[src/rtl/display_scan_controller.sv]
// display_scan_controller
//   Time-multiplexes NUM_DIGITS nibbles onto one shared segment decoder and
//   drives one-hot digit enables. The frame is double-buffered: the producer
//   loads a staging buffer, which becomes the active frame only at the frame
//   boundary. Each digit is preceded by a blanking gap so the registered
//   decoder settles before its enable rises.
//
// Ports
//   clock, reset   system clock, synchronous active-high reset
//   load           producer strobe, accepted only while load_ready is high
//   load_ready     staging buffer free (no commit pending)
//   data_in        digit k = data_in[4k+3:4k]
//   blank_in       per-digit blank mask, 1 = digit dark
//   load_ack       1-cycle pulse when staged data becomes the active frame
//   binary_number  nibble to the segment decoder
//   digit_enable   one-hot active-high digit drive
//   frame_start    1-cycle pulse on the first BLANK cycle of digit 0
module display_scan_controller #(
  parameter int NUM_DIGITS   = 4,
  parameter int DWELL_CYCLES = 50000,
  parameter int BLANK_CYCLES = 2
) (
  input  logic                    clock,
  input  logic                    reset,
  input  logic                    load,
  output logic                    load_ready,
  input  logic [4*NUM_DIGITS-1:0] data_in,
  input  logic [NUM_DIGITS-1:0]   blank_in,
  output logic                    load_ack,
  output logic [3:0]              binary_number,
  output logic [NUM_DIGITS-1:0]   digit_enable,
  output logic                    frame_start
);

  localparam int MAX_CYC = (DWELL_CYCLES > BLANK_CYCLES) ? DWELL_CYCLES : BLANK_CYCLES;
  localparam int CW      = (MAX_CYC > 1) ? $clog2(MAX_CYC) : 1;
  localparam int IW      = $clog2(NUM_DIGITS);

  localparam logic [CW-1:0] DWELL_LAST = CW'(DWELL_CYCLES - 1);
  localparam logic [CW-1:0] BLANK_LAST = CW'(BLANK_CYCLES - 1);
  localparam logic [IW-1:0] LAST_DIGIT = IW'(NUM_DIGITS - 1);

  typedef enum logic {BLANK, SHOW} state_t;

  state_t                  state, state_next;
  logic [IW-1:0]           index, index_next;
  logic [CW-1:0]           count, count_next;
  logic                    running;
  logic                    boundary;
  logic                    pending;
  logic [4*NUM_DIGITS-1:0] staging_data, active_data, active_data_next;
  logic [NUM_DIGITS-1:0]   staging_mask, active_mask, active_mask_next;
  logic                    commit;
  logic [3:0]              nibble_next;
  logic [NUM_DIGITS-1:0]   enable_next;
  logic                    frame_start_next;

  // The cycle right after reset is an idle step with all outputs dark; the
  // first frame (and its frame_start pulse) begins on the following edge, so
  // the counters stay parked until 'running' is set.
  always_comb begin
    state_next = state;
    index_next = index;
    count_next = count;
    boundary   = 1'b0;
    if (running) begin
      unique case (state)
        BLANK: begin
          if (count == BLANK_LAST) begin
            state_next = SHOW;
            count_next = '0;
          end else begin
            count_next = count + CW'(1);
          end
        end
        SHOW: begin
          if (count == DWELL_LAST) begin
            state_next = BLANK;
            count_next = '0;
            if (index == LAST_DIGIT) begin
              index_next = '0;
              boundary   = 1'b1;
            end else begin
              index_next = index + IW'(1);
            end
          end else begin
            count_next = count + CW'(1);
          end
        end
        default: state_next = BLANK;
      endcase
    end
  end

  // Outputs are registered from the next-cycle view, so the decoder nibble
  // for a freshly committed frame is already correct in digit 0's first
  // BLANK cycle.
  always_comb begin
    commit           = boundary & pending;
    active_data_next = commit ? staging_data : active_data;
    active_mask_next = commit ? staging_mask : active_mask;
    nibble_next      = active_data_next[{index_next, 2'b00} +: 4];
    enable_next      = '0;
    if (state_next == SHOW && !active_mask_next[index_next])
      enable_next = NUM_DIGITS'(1) << index_next;
    frame_start_next = ~running | boundary;
  end

  always_ff @(posedge clock) begin
    if (reset) begin
      state         <= BLANK;
      index         <= '0;
      count         <= '0;
      running       <= 1'b0;
      pending       <= 1'b0;
      staging_data  <= '0;
      staging_mask  <= '0;
      active_data   <= '0;
      active_mask   <= '1;
      binary_number <= '0;
      digit_enable  <= '0;
      load_ack      <= 1'b0;
      frame_start   <= 1'b0;
    end else begin
      state         <= state_next;
      index         <= index_next;
      count         <= count_next;
      running       <= 1'b1;
      active_data   <= active_data_next;
      active_mask   <= active_mask_next;
      binary_number <= nibble_next;
      digit_enable  <= enable_next;
      load_ack      <= commit;
      frame_start   <= frame_start_next;
      // A load coinciding with a commit is dropped: pending is still set.
      if (commit) begin
        pending <= 1'b0;
      end else if (load && !pending) begin
        staging_data <= data_in;
        staging_mask <= blank_in;
        pending      <= 1'b1;
      end
    end
  end

  assign load_ready = ~pending;

endmodule

[config.mk]
export PLATFORM = sky130hd
export DESIGN_NAME = display_scan_controller
export DESIGN_NICKNAME = d
export VERILOG_FILES = /design/src/rtl/display_scan_controller.sv
export SDC_FILE = /design/constraint.sdc
export NUM_CORES = 1
export LEC_CHECK = 0
export ABC_AREA = 1
export CELL_PAD_IN_SITES_DETAIL_PLACEMENT = 1
export CELL_PAD_IN_SITES_GLOBAL_PLACEMENT = 1
export CORE_ASPECT_RATIO = 1.2
export CORE_MARGIN = 1.5
export CORE_UTILIZATION = 30
export DETAILED_ROUTE_END_ITERATION = 8
export PLACE_DENSITY = 0.65
export SETUP_SLACK_MARGIN = 0.2
export SYNTH_ARGS = -nofsm -noshare
export SYNTH_HDL_FRONTEND = slang
export SYNTH_SLANG_ARGS = --single-unit
[constraint.sdc]
create_clock -name clock -period 1.69 [get_ports clock]
set_input_delay 0.169 -clock clock [delete_from_list [all_inputs] [get_ports clock]]
set_output_delay 0.169 -clock clock [all_outputs]
set_load 0.02 [all_outputs]
* Word level (Yosys, flattened, before mapping)
Cells that the tools add are included.
** Storage, ports and cells
- Logic and storage cells :: 55
- Output and inout bits :: 11
- Flip-flop bits (word level) :: 71
** Operators by class
- Add/subtract/negate cells :: 2
- Shift-type cells :: 2
- Magnitude comparators :: 1
- Reductions and logical operators :: 7
- Muxes and demuxes :: 20
- Eq/ne operators :: 3
- Bitwise operators :: 7
** Operators by type and width (count)
- two-way mux 16 bit :: 3
- case mux 16 bit (2 select lines) :: 1
- adder 16 x 1 -> 16 bit, second input constant :: 1
- equality test 16 x 1 -> 1 bit, second input constant :: 1
- equality test 16 bit, second input constant :: 1
- variable part select 16 x 5 -> 4 bit :: 1
- two-way mux 1 bit :: 9
- two-way mux 2 bit :: 4
- inverter 1 bit :: 5
- two-way mux 4 bit :: 1
- OR reduction 2 bit :: 2
- << shifter 1 x 2 -> 4 bit, first input constant :: 1
- < comparator 2 x 3 -> 1 bit, second input constant :: 1
- adder 2 x 1 -> 2 bit, second input constant :: 1
- binary-select mux 1 bit (select 2 bit) :: 1
- equality test 2 bit, second input constant :: 1
- logical AND 1 bit :: 2
- logical NOT 1 bit :: 2
- case mux 1 bit (2 select lines) :: 1
- AND reduction 2 bit :: 1
- AND 1 bit :: 1
- OR 1 bit :: 1

* Depth between registers and ports, before layout
Gate-level depths: netlist of the first run.
- Word-level depth :: 13
- Depth in mapped cells :: 13

* Worst setup path after synthesis of the first run
OpenSTA, ideal clock, no wires.
- Path kind :: reg-to-reg
- Start point :: register count[0]
- End point :: register binary_number[0]
- Required time :: 1.558 ns
- Cell stages (with the launch flop) :: 12
- Arrival time :: 1.529 ns
- Period minus slack after synthesis :: 1.662 ns
- Path buffers :: 1
- Library setup time :: 0.132 ns
- Path slack :: 0.028 ns
- Cells stage by stage :: dfxtp_1 ha_1 nand3_1 inv_1 nand2_1 nor2_4 nand3_4 buf_6 o21ai_1 nand2_1 nand3_1 a21oi_1
** On the way
- Longest elaborated chain between the ends :: 7
** RTL lines
- from (decl) :: line 47 : logic [CW-1:0] count, count_next;
- from (signal assigned) :: line 127 : count <= count_next;
- equality test 16 bit (*) :: line 77 : if (count == DWELL_LAST) begin
- two-way mux 1 bit :: line 77
- two-way mux 1 bit :: line 67 : unique case (state)
- two-way mux 1 bit :: line 66 : if (running) begin
- AND 1 bit :: line 99 : commit = boundary & pending;
- two-way mux 16 bit :: line 100 : active_data_next = commit ? staging_data : active_data;
- variable part select 16 x 5 -> 4 bit (*) :: line 102 : nibble_next = active_data_next[{index_next, 2'b00} +: 4];
- to (signal assigned) :: line 131 : binary_number <= nibble_next;
- to (decl) :: line 30 : output logic [3:0] binary_number,
Every way passes the cells marked *; elsewhere a longest branch is shown, timed or not.
A chain may end at the register's enable or synchronous reset.

* Worst setup path in the final report of the first run
- Start point :: register count[1]
- End point :: register binary_number[1]
Same word-level chain as after synthesis.

==> results of run 1 <==
## registers in the layout, indices dropped and copies added, names as in the netlist
signal / flops
index: 2
frame_start: 1
pending: 1
active_mask: 4
binary_number: 4
load_ack: 1
running: 1
active_data: 16
staging_data: 16
staging_mask: 4
digit_enable: 4
count: 16
state: 1
## worst min-delay path: cells and delay by family
family | cells | cell delay (ps)
simple gates | 2 | 150
buf+inv | 1 | 400
## worst paths after layout
| kind | startpoint | end | slack, ps | cells past startpoint |
|---|---|---|---|---|
| max | count[1] | binary_number[1] | -80 | 12 |
| min | data_in[2] | staging_data[2] | 420 | 3 |
| max reg2reg | count[1] | binary_number[1] | -80 | 12 |
| min reg2reg | active_mask[3] | active_mask[3] | 480 | 2 |
## stage by stage
stage	TNS, ps	setup slack [ps]	hold slack (ps)	cell area [µm²]
2_1_floorplan	0	153	247	3250
3_3_place_gp	-423	-97.4	450	4050
3_5_place_dp	-559	-142	465	4050
4_1_cts	-9.09	-5.65	414	4500
5_1_grt	-1690	-179	426	4870
6_report	-373	-84.9	417	4870
## power groups by stage
stage / Combinational [mW] / Sequential (mW) / Clock, mW
floorplan: 0.113 / 1.79 / 0
global placement: 0.245 / 1.80 / 0
detailed placement: 0.250 / 1.80 / 0
CTS: 0.256 / 1.76 / 1.86
global route: 0.305 / 1.77 / 1.95
finish: 0.274 / 1.76 / 1.83
## synthesized netlist by cell type (all sizes together)
cell / instances / area, µm²
clkinv: 1 / 3.75
a211oi: 1 / 7.51
nand4: 16 / 119
dfxtp: 71 / 1420
nor3: 9 / 50.1
nand3: 18 / 108
inv: 51 / 191
nand2: 94 / 373
a21oi: 12 / 63.8
nor4: 2 / 12.5
or2: 1 / 6.26
clkbuf: 10 / 37.5
ha: 3 / 37.5
xor2: 6 / 52.6
o21ai: 37 / 196
o211ai: 1 / 7.51
buf: 6 / 60.1
xnor2: 1 / 8.76
nor2: 101 / 407
## per-layer routing
metal  global-route usage, %  wire (µm)  vias up
met2                    35.5       5830       47
met4                    6.38        314        0
met3                    3.50        207       23
met1                    17.7       3830     1585
met5                       0          0        -
li1                        -          -     1568
## final cells by class
class / instances / area, µm²
flip-flops and latches: 71 / 1460
inverters: 52 / 195
multi-input cells: 302 / 1890
repair buffers: 93 / 881
fillers: 1217 / 5290
well taps: 126 / 158
clock buffers: 10 / 239
clock inverters: 6 / 51.3
## cells by family (layout without fill, tap and decap cells)
logic type	after synthesis	count (layout)	synth area share, %
xor+xnor	7	7	1.94
simple gates	241	241	34.0
compound gates	51	51	8.70
buf+inv	68	161	9.26
fa+ha+maj	3	3	1.19
flops	71	71	44.9
## what timing repair did
item / 4_1_cts / 5_1_grt
setup endpoints to repair: 40 / 40
buffers inserted: 5 / 6
gates resized for setup: 45 / 73
gates cloned: 0 / 2
pin swaps: 24 / 22
==> impl_summary.log, run 1 <==
[metrics] Data arrival, critical path: 2050 ps
[metrics] wire length of the first global-routing pass: between 15 and 20 mm
[metrics] number of remaining DRC errors: 0
[metrics] Clk pin slew, worst setup/hold paths: about 60 ps
[metrics] CP max-delay cell: dfxtp_4
[metrics] total of warnings raised by yosys: 0
[metrics] Max VDD drop: ~460 µV
[metrics] number of buffer cells added on primary ports: 33
[metrics] total I/O pin count: 34
[metrics] pin count of the biggest net entering global routing: 33
[metrics] Clk Tree Root Cell: clkbuf_16
[metrics] net count reported at finish: approximately 560
[metrics] commonest non-fill, non-tap cells in the layout: 83 x nor2_1, 61 x nand2_1, 54 x dfxtp_1
[metrics] starting utilization of the core area: 31.1%
[metrics] die area: between 10000 and 15000 µm²
[metrics] category of the worst setup path capture point: register
[metrics] Layout Area Growth over Synthesis: 54.0%
[metrics] fraction of final layout cells with drive strength greater than 1: roughly 38%
[metrics] dpl cells: ~630
[metrics] clock group share of total power: 47.3%
[metrics] number of hold violations in the final report: 0
[metrics] proportion of synthesized chip area in sequential cells: around 45%
[metrics] Final Total Pwr: 3.87 mW
[metrics] Gate Count Post-Synth: around 440
[metrics] number of global-route vias before repair: roughly 3300
[metrics] CP Buf/Inv Count: 2
[metrics] summed instance area of the synthesized netlist: roughly 3200 µm²
[metrics] total number of vias: ~3200
[metrics] Clock Sinks: just over 70
[metrics] number of levels in the clock H-tree: 3
[metrics] final count of negative-setup-slack endpoints: 8
[metrics] post-synthesis sequential element count: slightly above 70
[metrics] floorplan die height: between 100 and 150 µm
[metrics] crit path max fanout: 8
[metrics] core region area: around 10000 µm²
[metrics] DRC violation total after the first TritonRoute iteration: 50
[metrics] number of antenna violations at the first check in global routing: 0
[metrics] Final HPWL DP: 6.76 mm
[metrics] switching power total: just under 1 mW
[metrics] post-route worst setup slack: -84.9 ps
[metrics] crit-path cells: ha_4 > nand3_2 > inv_2 > nand2_2 > nor2_4 > nand3_4 > clkbuf_16 > nand2_2 > o21ai_4 > nand2_1 > nand3_1 > a21oi_2
[metrics] crit-path max cell delay: 370 ps
[metrics] leakage power of the design: between 2 and 2.5 nW
[metrics] Final Max Slew Viols: 0
[metrics] Peak Freq: around 560 MHz
[metrics] filler-free cell count of the finished design: 660
[metrics] crit path time final: 1770 ps
[metrics] total wirelength of the detailed-routed design: approximately 10 mm
[metrics] core occupancy in the finished layout: between 40% and 50%
[metrics] worst setup skew after layout: 11.4 ps
[metrics] Bufs on Longest Clock Path: 2
[metrics] category of cells accounting for the largest share of critical-path delay: simple AND/OR/NAND/NOR gates
[metrics] mean number of vias per cell: about 4.9
[metrics] Total Routing Usage GR: 17.5%
[metrics] Antenna Violating Nets Remaining: 0
[metrics] count of TritonRoute iterations in the first routing pass: 4
[metrics] worst path required time: around 2000 ps
[metrics] number of cell rows: 40
[metrics] Max Cap Viol: 0
[metrics] run status: finished with violations
[metrics] Post-Syn Nets: roughly 470
[metrics] RePlAce Congestion: around 0.8
[metrics] diode count: 0
[metrics] power density over the cells: 794 nW/µm²
[metrics] kind of critical path: register to register
[metrics] crit-path most repeated cell: nand2_2
[metrics] distinct cell type count of the synthesized netlist: 31
[metrics] kind of path behind the tightest hold check: input port to register
[metrics] sequential power share: a little under half
[metrics] most common cell after layout, fill and taps aside: nor2_1
[metrics] clock tree from TritonCTS: yes
[metrics] part of the cycle the worst path needs: 105%
[metrics] combinational share of power: under 10%
[metrics] internal power: around 2.9 mW
[metrics] hold buffer count at CTS: 0
[metrics] clock latency of the later-clocked register in the worst-skew pair: about 340 ps
[metrics] violations in the final reports: setup timing
[metrics] chip width: just under 100 µm
[metrics] type of element launching the critical path: register
[metrics] RSZ-0062 raised after global routing: yes
[metrics] number of buffers added by the clock tree synthesis step: 9
[metrics] sum of overflow across all layers after global routing: 0
[metrics] Avg WL per Cell: about 15 µm
[metrics] Slew headroom: around 71%
[metrics] mean area per synthesized cell: 7.17 µm²
[metrics] transition time at the pin with the least slew margin: roughly 430 ps
[metrics] switching part of the total: 24.9%
No activity file was read; power rests on OpenSTA's default activity.
==> run 2: changes to the inputs <==
Settings changed: CTS_CLUSTER_SIZE set to 24.
==> results of run 2 <==
Final layout, timing and power as in run 1 (identical DEF).
==> run 3: changes to the inputs <==
Settings changed: PLACE_DENSITY 0.65 to 0.73.
==> run 3 against run 2 <==
Effect of this change: the flow still finishes with violations (setup timing); die area unchanged; first-iteration DRC count rose to 2.5 times the previous value; sequential share of layout area down 1.2 points; critical path depth unchanged; non-clock buffer count up 13; cell count up 2.0%; worst hold slack worse by 7.3 ps; global-route usage up 1.7 points; largest power group unchanged.
==> impl_summary.log, run 3 (synthesis results as in run 1) <==
[metrics] run status: finished with violations
[metrics] violations in the final reports: setup timing
[metrics] Crit Reg-Reg Startpoint: count[1]
[metrics] number of buffer cells added on primary ports: 33
[metrics] Slew headroom: 74.0%
[metrics] final count of negative-setup-slack endpoints: 19
[metrics] Clk Tree Root Cell: clkbuf_16
[metrics] number of global-route vias before repair: approximately 3500
[metrics] filler-free cell count of the finished design: between 600 and 700
[metrics] starting utilization of the core area: a little under a third
[metrics] crit path max fanout: 4
[metrics] Final HPWL DP: around 6.8 mm
[metrics] crit-path max cell delay: between 300 and 400 ps
[metrics] most common cell after layout, fill and taps aside: nor2_1
[metrics] power density over the cells: ~800 nW/µm²
[metrics] Met1 Wirelength: ~4.2 mm
[metrics] die area: about 11000 µm²
[metrics] Worst Hold Launch: data_in[9]
[metrics] number of levels in the clock H-tree: 3
[metrics] Met2 Wirelength: 6.34 mm
[metrics] area used by multi-input combinational logic: roughly 1900 µm²
[metrics] sum of overflow across all layers after global routing: 0
[metrics] uppermost layer routed: met4
[metrics] kind of critical path: register to register
[metrics] crit-path most repeated cell: nand2_2
[metrics] depth of the most critical reg-to-reg path: 12
[metrics] transition time at the pin with the least slew margin: between 300 and 400 ps
[metrics] kind of path behind the tightest hold check: input port to register
[metrics] hold worst-path end: staging_data[9]
[metrics] Filler Cell Count: 1183
[metrics] number of cell rows: 40
[metrics] clock tree from TritonCTS: yes
[metrics] number of antenna violations at the first check in global routing: 0
[metrics] category of the worst setup path capture point: register
[metrics] met3 routed wirelength: between 200 and 300 µm
[metrics] number of remaining DRC errors: 0
[metrics] Layout Area Growth over Synthesis: 60.0%
[metrics] endpoint of the lowest-slack register-to-register path: digit_enable[3]
[metrics] dpl cells: between 600 and 700
[metrics] number of hold violations in the final report: 0
[metrics] Data arrival, critical path: around 2100 ps
[metrics] crit-path cells: ha_4 > nand3_4 > inv_2 > nand2_2 > nor2_4 > nand4_1 > nand2_2 > nand2_1 > nand2_2 > nand2_1 > nand4_1 > nor2_1
[metrics] Clk pin slew, worst setup/hold paths: 60 ps
[metrics] clock latency of the later-clocked register in the worst-skew pair: approximately 350 ps
[metrics] pin count of the biggest net entering global routing: 32
[metrics] Antenna Violating Nets Remaining: 0
[metrics] Final Total Pwr: 4.07 mW
[metrics] category of cells accounting for the largest share of critical-path delay: simple AND/OR/NAND/NOR gates
[metrics] CP max-delay cell: dfxtp_4
[metrics] CP Buf/Inv Count: 1
[metrics] Max Cap Viol: 0
[metrics] Bufs on Longest Clock Path: 2
[metrics] worst-case setup slack after placement: -219 ps
[metrics] type of element launching the critical path: register
[metrics] core region area: a little over 10000 µm²
[metrics] RSZ-0062 raised after global routing: yes
[metrics] Total Routing Usage GR: between 10% and 20%
[metrics] flop2flop setup slack: -130 ps
[metrics] net count reported at finish: about 570
[metrics] total wirelength of the detailed-routed design: ~11 mm
[metrics] commonest non-fill, non-tap cells in the layout: 79 x nor2_1, 59 x buf_4, 55 x dfxtp_1
[metrics] Max VDD drop: between 400 and 500 µV
[metrics] crit path time final: 1820 ps
[metrics] total I/O pin count: 34
[metrics] number of buffers added by the clock tree synthesis step: 9
[metrics] DRC violation total after the first TritonRoute iteration: 127
[metrics] Clock Sinks: about 70
[metrics] total number of vias: ~3300
[metrics] number of cells on the critical path: 12
[metrics] RePlAce Congestion: around 0.84
[metrics] chip width: 96.7 µm
[metrics] leakage power of the design: 2.25 nW
[metrics] Final Max Slew Viols: 0
[metrics] wire length of the first global-routing pass: about 17 mm
[metrics] count of TritonRoute iterations in the first routing pass: 4
[metrics] worst setup skew after layout: roughly 6.7 ps
[metrics] floorplan die height: between 100 and 150 µm
[metrics] worst path required time: about 1900 ps
[metrics] Peak Freq: ~550 MHz
[metrics] worst hold slack: around 410 ps
[metrics] mean number of vias per cell: 4.90
[metrics] diode count: 0
[metrics] Sequential Area: approximately 1500 µm²
[metrics] Hold Crit Depth: 3
[metrics] Avg WL per Cell: roughly 17 µm
[metrics] Top Registers: active_data x16, count x16, staging_data x16
[metrics] part of the cycle the worst path needs: 108%
[metrics] post-route worst setup slack: -127 ps
[metrics] fraction of final layout cells with drive strength greater than 1: approximately two fifths
[run 3: cell type report]
class / count / area share [%]
multi-input cells: 302 / 38.5
flip-flops and latches: 71 / 28.8
repair buffers: 106 / 19.5
clock buffers: 10 / 4.94
inverters: 52 / 3.91
well taps: 126 / 3.11
clock inverters: 6 / 1.29
[run 3: worst min-delay path, stage by stage]
cell and delay (ps):
clkdlybuf4s50_1 400, nor2_1 100, nor2_1 50
[run 3: per-layer routing]
layer  up-vias  track usage, %
met3        31            3.56
met2        59            37.9
li1       1603               -
met4         0            9.57
met1      1606            19.5
met5         -               0
[run 3: what timing repair did]
| item | in CTS | in global routing |
|---|---|---|
| gates resized for setup | 68 | 75 |
| pin swaps | 16 | 27 |
| hold buffers | 0 | 0 |
| setup endpoints to repair | 43 | 44 |
| buffers inserted | 15 | 5 |
| gates cloned | 2 | 0 |
[run 3: worst max path at each step]
stage               slack, ps  startpoint               end
detailed placement       -220    count[2]   digit_enable[2]
CTS                       -90    count[1]   digit_enable[2]
finish                   -130    count[1]   digit_enable[3]
global placement         -160     running         count[14]
global route             -220   count[13]   digit_enable[3]
floorplan                 150    count[1]  binary_number[0]
[run 3: through the flow]
step           instance area [µm²]  util, %  TNS, ps
3_5_place_dp                  4050     39.9    -1880
4_1_cts                       4770     47.0     -415
5_1_grt                       5060     49.8    -2980
3_3_place_gp                  4050     39.9     -868
2_1_floorplan                 3250        -        0
6_report                      5060     49.8    -1370
[run 3: report_power, final]
part	internal (mW)	switching, mW	leakage (nW)
Clock	1.24	0.790	0.154
Sequential	1.72	0.0473	0.588
Combinational	0.131	0.146	1.51
Total	3.08	0.983	2.25
